==> src/rtl/bin_to_tern_64_pkg.sv <==
// Shared constants and FSM state type for the binary-to-ternary converter.
package bin2tern_pkg;

    localparam int DATA_W     = 64;  // dividend width; only 64 is supported
    localparam int MAX_DIGITS = 41;  // base-3 digits needed for 2^64-1
    localparam int IDX_W      = 6;   // width of the digit position counter

    typedef enum logic {
        IDLE = 1'b0,
        RUN  = 1'b1
    } state_t;

endpackage

==> src/rtl/bin_to_tern_64_div.sv <==
// div_64_3: combinational divide-by-3 core.
// X is a 64-bit dividend, Q the 63-bit quotient, R the remainder (0..2).
// The quotient always fits in 63 bits because (2^64-1)/3 < 2^63.
module div_64_3 (
    input  logic [63:0] X,
    output logic [62:0] Q,
    output logic [1:0]  R
);

    // Restoring long division, one dividend bit per step, MSB first.
    always_comb begin
        logic [2:0] w_t;
        logic [1:0] w_rem;
        // NOTE: blocking assignments here because each loop step must see the
        // remainder produced by the previous step within the same evaluation.
        Q     = '0;
        // The top bit alone can never reach 3, so it only seeds the remainder.
        w_rem = {1'b0, X[63]};
        for (int i = 62; i >= 0; i--) begin
            w_t = {w_rem, X[i]};
            if (w_t >= 3'd3) begin
                Q[i] = 1'b1;
                w_t  = w_t - 3'd3;
            end
            w_rem = w_t[1:0];
        end
        R = w_rem;
    end

endmodule

==> src/rtl/bin_to_tern_64.sv <==
// bin_to_tern_64: streams the base-3 digits of a 64-bit unsigned value,
// least-significant digit first, one digit per dig_valid/dig_ready handshake.
// Build option: define BIN2TERN_FULLWIDTH_EN to always emit all 41 digits
// (leading zeros included); by default leading zeros are suppressed.
module bin_to_tern_64
    import bin2tern_pkg::*;
#(
    parameter int DATA_W     = bin2tern_pkg::DATA_W,
    parameter int MAX_DIGITS = bin2tern_pkg::MAX_DIGITS
) (
    input  logic              clk,
    input  logic              rst_n,
    input  logic              in_valid,
    output logic              in_ready,
    input  logic [DATA_W-1:0] in_data,
    output logic              dig_valid,
    input  logic              dig_ready,
    output logic [1:0]        dig,
    output logic [IDX_W-1:0]  dig_idx,
    output logic              dig_last,
    output logic              busy
);

    localparam logic [IDX_W-1:0] LAST_IDX = IDX_W'(MAX_DIGITS - 1);

    state_t             r_state, w_state_nxt;
    logic [DATA_W-1:0]  r_wr, w_wr_nxt;
    logic [IDX_W-1:0]   r_idx, w_idx_nxt;

    logic [DATA_W-2:0]  w_q;
    logic [1:0]         w_r;
    logic               w_run;
    logic               w_last;
    logic               w_dig_hs;
    logic               w_accept;

    // Single divide core on the working register supplies digit and quotient.
    div_64_3 u_div (
        .X (r_wr),
        .Q (w_q),
        .R (w_r)
    );

    assign w_run = (r_state == RUN);

`ifdef BIN2TERN_FULLWIDTH_EN
    assign w_last = (r_idx == LAST_IDX);
`else
    assign w_last = (r_idx == LAST_IDX) || (w_q == '0);
`endif

    // Digit outputs are forced to zero outside RUN so IDLE shows a clean bus.
    assign dig_valid = w_run;
    assign busy      = w_run;
    assign dig       = w_run ? w_r   : 2'd0;
    assign dig_idx   = w_run ? r_idx : '0;
    assign dig_last  = w_run & w_last;

    assign w_dig_hs = dig_valid & dig_ready;
    // Gating with rst_n keeps in_ready low while reset is held.
    assign in_ready = rst_n & ((r_state == IDLE) | (w_dig_hs & dig_last));
    assign w_accept = in_valid & in_ready;

    // Next-state logic: new value load takes priority over finishing the current one.
    always_comb begin
        w_state_nxt = r_state;
        w_wr_nxt    = r_wr;
        w_idx_nxt   = r_idx;
        if (w_accept) begin
            w_state_nxt = RUN;
            w_wr_nxt    = in_data;
            w_idx_nxt   = '0;
        end else if (w_dig_hs && dig_last) begin
            w_state_nxt = IDLE;
        end else if (w_dig_hs) begin
            w_wr_nxt    = {1'b0, w_q};
            w_idx_nxt   = r_idx + 1'b1;
        end
    end

    // State, working register and digit index; all hold while the consumer stalls.
    always_ff @(posedge clk or negedge rst_n) begin
        // NOTE: every register is reset here, including the 64-bit working
        // register, so an aborted conversion leaves nothing behind.
        if (!rst_n) begin
            r_state <= IDLE;
            r_wr    <= '0;
            r_idx   <= '0;
        end else begin
            r_state <= w_state_nxt;
            r_wr    <= w_wr_nxt;
            r_idx   <= w_idx_nxt;
        end
    end

endmodule

==> config.mk <==
export PLATFORM = sky130hd
export DESIGN_NAME = bin_to_tern_64
export DESIGN_NICKNAME = d
export VERILOG_FILES = /design/src/rtl/bin_to_tern_64_pkg.sv /design/src/rtl/bin_to_tern_64_div.sv /design/src/rtl/bin_to_tern_64.sv
export SDC_FILE = /design/constraint.sdc
export NUM_CORES = 1
export LEC_CHECK = 0
export ABC_AREA = 1
export BUFFER_PORTS_ARGS = -buffer_cell sky130_fd_sc_hd__clkbuf_2
export CAP_MARGIN = 5
export CORE_UTILIZATION = 35
export DETAILED_ROUTE_END_ITERATION = 10
export PLACE_DENSITY = 0.64
export SLEW_MARGIN = 20
export SYNTH_ARGS = -nofsm -noshare
export SYNTH_HDL_FRONTEND = slang
export SYNTH_SLANG_ARGS = --single-unit
==> constraint.sdc <==
create_clock -name clk -period 38.7 [get_ports clk]
set_input_delay 1.935 -clock clk [delete_from_list [all_inputs] [get_ports clk]]
set_output_delay 1.935 -clock clk [all_outputs]
set_load 0.02 [all_outputs]
* Word-level counts from Yosys, hierarchy flattened *
Cells that the tools add are included.
W data, S select, Z words.

word-level totals
  word-level logic and storage cells = 281
  register bits after elaboration = 71
  output and inout bits = 12
  bits of input ports = 68

cells by class
  reduce and logical (&&, ||, !) cells = 6
  bitwise logic cells = 7
  add/sub/neg operators = 64
  magnitude comparators = 63
  eq/ne operators = 2
  multiplexer cells = 136

operators by type and width
  operator               count
  $mux W64               3
  $ge A3 B2 Y1 const B   62
  $mux W2                64
  $sub A2 B2 Y2 const B  63
  $mux W1                65
  $logic_not A63 Y1      1
  $mux W6                4
  $add A6 B1 Y6 const B  1
  $eq A6 B6 Y1 const B   1
  $and A1 B1 Y1          5
  $reduce_bool A2 Y1     2
  $ge A2 B2 Y1 const B   1
  $ne A2 B2 Y1 const B   1
  $reduce_and A2 Y1      1
  $logic_and A1 B1 Y1    1
  $logic_or A1 B1 Y1     1
  $not A1 Y1             1
  $or A1 B1 Y1           1

* Logic depth before layout (Yosys ltp) *
  depth in word-level cells = 135
  mapped depth = 384
  mapped depth without buffers = 383

* Modules after synthesis *
Synthesis repeated with hierarchy kept, for this count alone.

unflattened totals
  cell total of the unflattened synthesis = 1488
  area, all modules = 9280.2 sq um

modules (own cells, without submodules)
  module          times used  cells an instance  area each (sq um)  seq. area each (sq um)
  div_64_3        1           991                5362.6             0.0
  bin_to_tern_64  1           497                3917.5             1776.7

* Worst setup path after synthesis *
Ideal clock, no wire load.

  kind = register to output
  start = reg r_wr[63]
  end = out in_ready
  data required time = 36.765 ns
  path buffers = 2
  cell stages (with the launch flop) = 375
  arrival = 35.323 ns
  setup slack = 1.442 ns
  path through = dfrtp_1 > nor2_1 > ha_1 > nor2_4 > nand2_1 > nand2_1 > nand2_1 > inv_1 > ha_1 > a21oi_2 > nand3_1 > nand2_1 > inv_1 > ha_1 > inv_2 > nand3_1 > nand2_1 > nand2_1 > (+339 left out) > nand2_2 > nor2_4 > nand2_2 > nand2_2 > nand2_1 > inv_1 > ha_1 > inv_1 > nand2_2 > nor2_4 > nand3_2 > nand2_1 > nand2_1 > nand2_4 > buf_8 > buf_8 > nand2_1 > inv_2

on the way
  word-level cells in the longest chain between the ends = 132
  elaborated cells on any way between the ends = 256
  those cells by class = add/sub: 62; order compare: 63; mux: 125; bitwise: 4; reduce/logical: 2

ends and longest elaborated chain
  element                                               line                                                RTL
  from (decl)                                           bin_to_tern_64.sv:27                                logic [DATA_W-1:0] r_wr, w_wr_nxt;
  from (signal assigned)                                bin_to_tern_64.sv:91                                r_wr <= w_wr_nxt;
  $sub A2 B2 Y2 / $ge A2 B2 Y1 (equally long branches)  bin_to_tern_64_div.sv:23, bin_to_tern_64_div.sv:21
  $mux W2                                               bin_to_tern_64_div.sv:21                            if (w_t >= 3'd3) begin
  $ge A3 B2 Y1 / $sub A2 B2 Y2 (equally long branches)  bin_to_tern_64_div.sv:21, bin_to_tern_64_div.sv:23
  $mux W2                                               bin_to_tern_64_div.sv:21
  $ge A3 B2 Y1 / $sub A2 B2 Y2 (equally long branches)  bin_to_tern_64_div.sv:21, bin_to_tern_64_div.sv:23
  $mux W2                                               bin_to_tern_64_div.sv:21
  $ge A3 B2 Y1 / $sub A2 B2 Y2 (equally long branches)  bin_to_tern_64_div.sv:21, bin_to_tern_64_div.sv:23
  $mux W2                                               bin_to_tern_64_div.sv:21
  (+116 left out)                                       --
  $ge A3 B2 Y1                                          bin_to_tern_64_div.sv:21
  $mux W1                                               bin_to_tern_64_div.sv:21
  $logic_not A63 Y1 *                                   bin_to_tern_64.sv:49                                assign w_last = (r_idx == LAST_IDX) || (w_q == '0);
  $logic_or A1 B1 Y1 *                                  bin_to_tern_64.sv:49
  $and A1 B1 Y1 *                                       bin_to_tern_64.sv:57                                assign dig_last = w_run & w_last;
  $and A1 B1 Y1 *                                       bin_to_tern_64.sv:61                                assign in_ready = rst_n & ((r_state == IDLE) | (w_dig_hs & dig_last));
  $or A1 B1 Y1 *                                        bin_to_tern_64.sv:61
  $and A1 B1 Y1 *                                       bin_to_tern_64.sv:61
  to (decl)                                             bin_to_tern_64.sv:14                                output logic in_ready,

Every way passes the cells marked *; elsewhere a longest branch is shown, timed or not.

* Worst setup path in the final report *
  start = reg r_wr[63]
  end = out dig_last

on the way
  word-level cells in the longest chain between the ends = 129
  elaborated cells on any way between the ends = 253
  those cells by class = add/sub: 62; order compare: 63; mux: 125; bitwise: 1; reduce/logical: 2

ends and longest elaborated chain
  element                                               line                                                RTL
  $sub A2 B2 Y2 / $ge A2 B2 Y1 (equally long branches)  bin_to_tern_64_div.sv:23, bin_to_tern_64_div.sv:21
  $mux W2                                               bin_to_tern_64_div.sv:21
  $ge A3 B2 Y1 / $sub A2 B2 Y2 (equally long branches)  bin_to_tern_64_div.sv:21, bin_to_tern_64_div.sv:23
  $mux W2                                               bin_to_tern_64_div.sv:21
  $ge A3 B2 Y1 / $sub A2 B2 Y2 (equally long branches)  bin_to_tern_64_div.sv:21, bin_to_tern_64_div.sv:23
  $mux W2                                               bin_to_tern_64_div.sv:21
  $ge A3 B2 Y1 / $sub A2 B2 Y2 (equally long branches)  bin_to_tern_64_div.sv:21, bin_to_tern_64_div.sv:23
  $mux W2                                               bin_to_tern_64_div.sv:21
  (+113 left out)                                       --
  $mux W2                                               bin_to_tern_64_div.sv:21
  $ge A3 B2 Y1 / $sub A2 B2 Y2 (equally long branches)  bin_to_tern_64_div.sv:21, bin_to_tern_64_div.sv:23
  $mux W2                                               bin_to_tern_64_div.sv:21
  $ge A3 B2 Y1                                          bin_to_tern_64_div.sv:21
  $mux W1                                               bin_to_tern_64_div.sv:21
  $logic_not A63 Y1 *                                   bin_to_tern_64.sv:49
  $logic_or A1 B1 Y1 *                                  bin_to_tern_64.sv:49
  $and A1 B1 Y1 *                                       bin_to_tern_64.sv:57
  to (decl)                                             bin_to_tern_64.sv:20                                output logic dig_last,

Marks and branches as above.

==> impl_metrics.tcl <==
set metrics [dict create \
    outcome "finished clean" \
    first_pass_iters 5 \
    ff2ff_setup_slack_ns 2.69 \
    critical_path_class "flip-flop to output port" \
    hold_viol_final 0 \
    finalCriticalPeriod_ns 37.17 \
    grt_pass1_vias 9227 \
    r2r-end "r_wr[63]" \
    drc 0 \
    antenna_left 0 \
    viasPerCell 5.05 \
    synth_most_common_cell "nand2_1" \
    die_y_um 163 \
    cts_made_buffers 9 \
    min_from "r_idx[5]" \
    syn_inst 1334 \
    grt_pass1_wl_um 42000 \
    core_um2 25300 \
    endpoint_kind "output port" \
    avgSynthCellArea_um2 6.79 \
    max-slew-margin-rel 0.467 \
    cts.sinks 71 \
    max_stage_delay_ns 0.40 \
    hpwl_um 17600 \
    finClkSkew_ns 0.0154 \
    yosys_most_used_dff "dfrtp_1" \
    routabilityCongestion 0.851 \
    fmax_mhz 26.9 \
    yosysTopAreaCellShare 0.196 \
    setup_viol 0 \
    cp-start-kind "flip-flop" \
    clock_latency_ns 0.35 \
    tns_ns 0 \
    track_usage 0.191 \
    diodes 0 \
    final_max_slew_viol_count 0 \
    clockBufferDepth 2 \
    whs_endpoint "r_idx[5]" \
    syn_nets 1467 \
    io_pins 80 \
    worstPathRequired_ns 36.76 \
    nets 1800 \
    drive_above_1_share 0.529 \
    yosysWarnings 0 \
    critical_path.reg2reg.startpoint "r_wr[63]" \
    cts_root_buf "clkbuf_16" \
    rr_worst_depth 377 \
    rows 58 \
    grt_max_degree 67 \
    ys_seq_elements 71 \
    hp-class "flip-flop to flip-flop" \
    worstPathArrival_ns 35.23 \
    start_util 0.359 \
    period_share 0.960 \
    cpMostUsedCell "nand2_2" \
    io_buffers 79 \
    syn_area_um2 9060 \
    antenna_found_initial 0 \
    seq_area_frac_synth 0.196 \
    die_w_um 163 \
    whs_path_depth 3 \
    die_area_um2 26500 \
    cts.clk_slew.worst_paths_ns 0.06 \
    cpMaxStageDelayCell "dfrtp_1" \
    worstMarginPinSlew_ns 0.799 \
    rsz0062_at_grt "true" \
    synth_cell_type_count 42 \
    synth_area_leader_cell "dfrtp_1" \
    synth_commonest_cells "nand2_1, nand3_1, inv_1, nand4_1, dfrtp_1" \
    design_area_um2 13000 \
    grt_overflow 0 \
    drt_iter0_markers 638 \
    cts_tree "built" \
    area_delta_synth_final_pct 43.8 \
    holdBufCountCts 0 \
    async_flop_share 1.00 \
    dpl_cell_area_um2 11000 \
    routed_wirelength_um 27400 \
    vias 10100 \
    synth-edff-count 0 \
    htreeDepth 3 \
    cp_max_fo 6 \
    wl_per_cell_um 13.7 \
    drv_cap 0 \
    synth.area.top_cells "dfrtp_1, nand3_1, nand2_1" \
]
routing by layer:
metal  share of wire  wire, um  GRT usage
met1            0.46     12500      0.254
met2            0.49     13400      0.332
met3           0.040      1090     0.0214
met4           0.011       302     0.0387
met5               0         0          0
area by class of cell:
cell class,count,area [um^2]
Timing Repair Buffer,366,2620
Sequential cell,71,1780
Tap cell,330,413
Inverter,209,812
Clock inverter,3,18.8
Fill cell,2397,12200
Multi-Input combinational cell,1010,7140
Clock buffer,13,250
metrics by stage:
step                       util  hold slack (ns)  instances  setup slack, ns
final                     0.516            0.586       2002             1.53
after detailed placement  0.435            0.562       1891            -1.52
after CTS                 0.459            0.576       1927          0.00747
after global routing      0.516            0.631       2002            -1.07
after floorplan               -            0.527       1334             1.44
after global placement    0.435            0.562       1891           -0.334
worst max path at each step:
stage / depth (start not counted) / to / startpoint
after floorplan: 374 / in_ready / r_wr[63]
after global placement: 358 / in_ready / r_wr[62]
after detailed placement: 354 / in_ready / r_wr[62]
after CTS: 376 / in_ready / r_wr[62]
after global routing: 373 / dig[0] / r_wr[62]
final: 371 / dig_last / r_wr[63]
timing repair:
| item | CTS | global route |
|---|---|---|
| endpoints found under the hold margin | 0 | 0 |
| setup endpoints to repair | 75 | 75 |
| pin swaps | 26 | 156 |
| resized for setup | 84 | 291 |
| buffers inserted | 20 | 75 |
flip-flops by register name, indices dropped and copies added (netlist names):
| register | count |
|---|---|
| r_idx | 6 |
| r_wr | 64 |
| busy | 1 |
cell families after synthesis:
logic type	Yosys count	synth area share
and+or+nand+nor	820	0.493
xor gates and xnor gates	1	0.000967
adders and majority gates	65	0.0897
buffers and inverters	253	0.131
AOI/OAI and AO/OA	124	0.0899
DFF	71	0.196
cell usage in the layout, fill, tap and decap left out, drive strengths merged, types with 3 or more instances in the layout:
cell type / instances
a21boi: 3
a21oi: 63
buf: 292
clkbuf: 87
clkinv: 5
dfrtp: 71
ha: 65
inv: 207
nand2: 351
nand3: 298
nand4: 77
nor2: 70
nor3: 4
nor4: 9
o21ai: 54
or4: 8
worst max-delay path, delay by kind of cell, from the launching register on:
kind	cells	cell delay [ns]
and+or+nand+nor	187	15.14
adders and majority gates	60	10.85
buffers and inverters	71	3.76
AOI/OAI and AO/OA	53	4.58
DFF	1	0.40
Power is not shown: default switching activity piles up to over one toggle a cycle in this logic, so the estimate is an artifact.
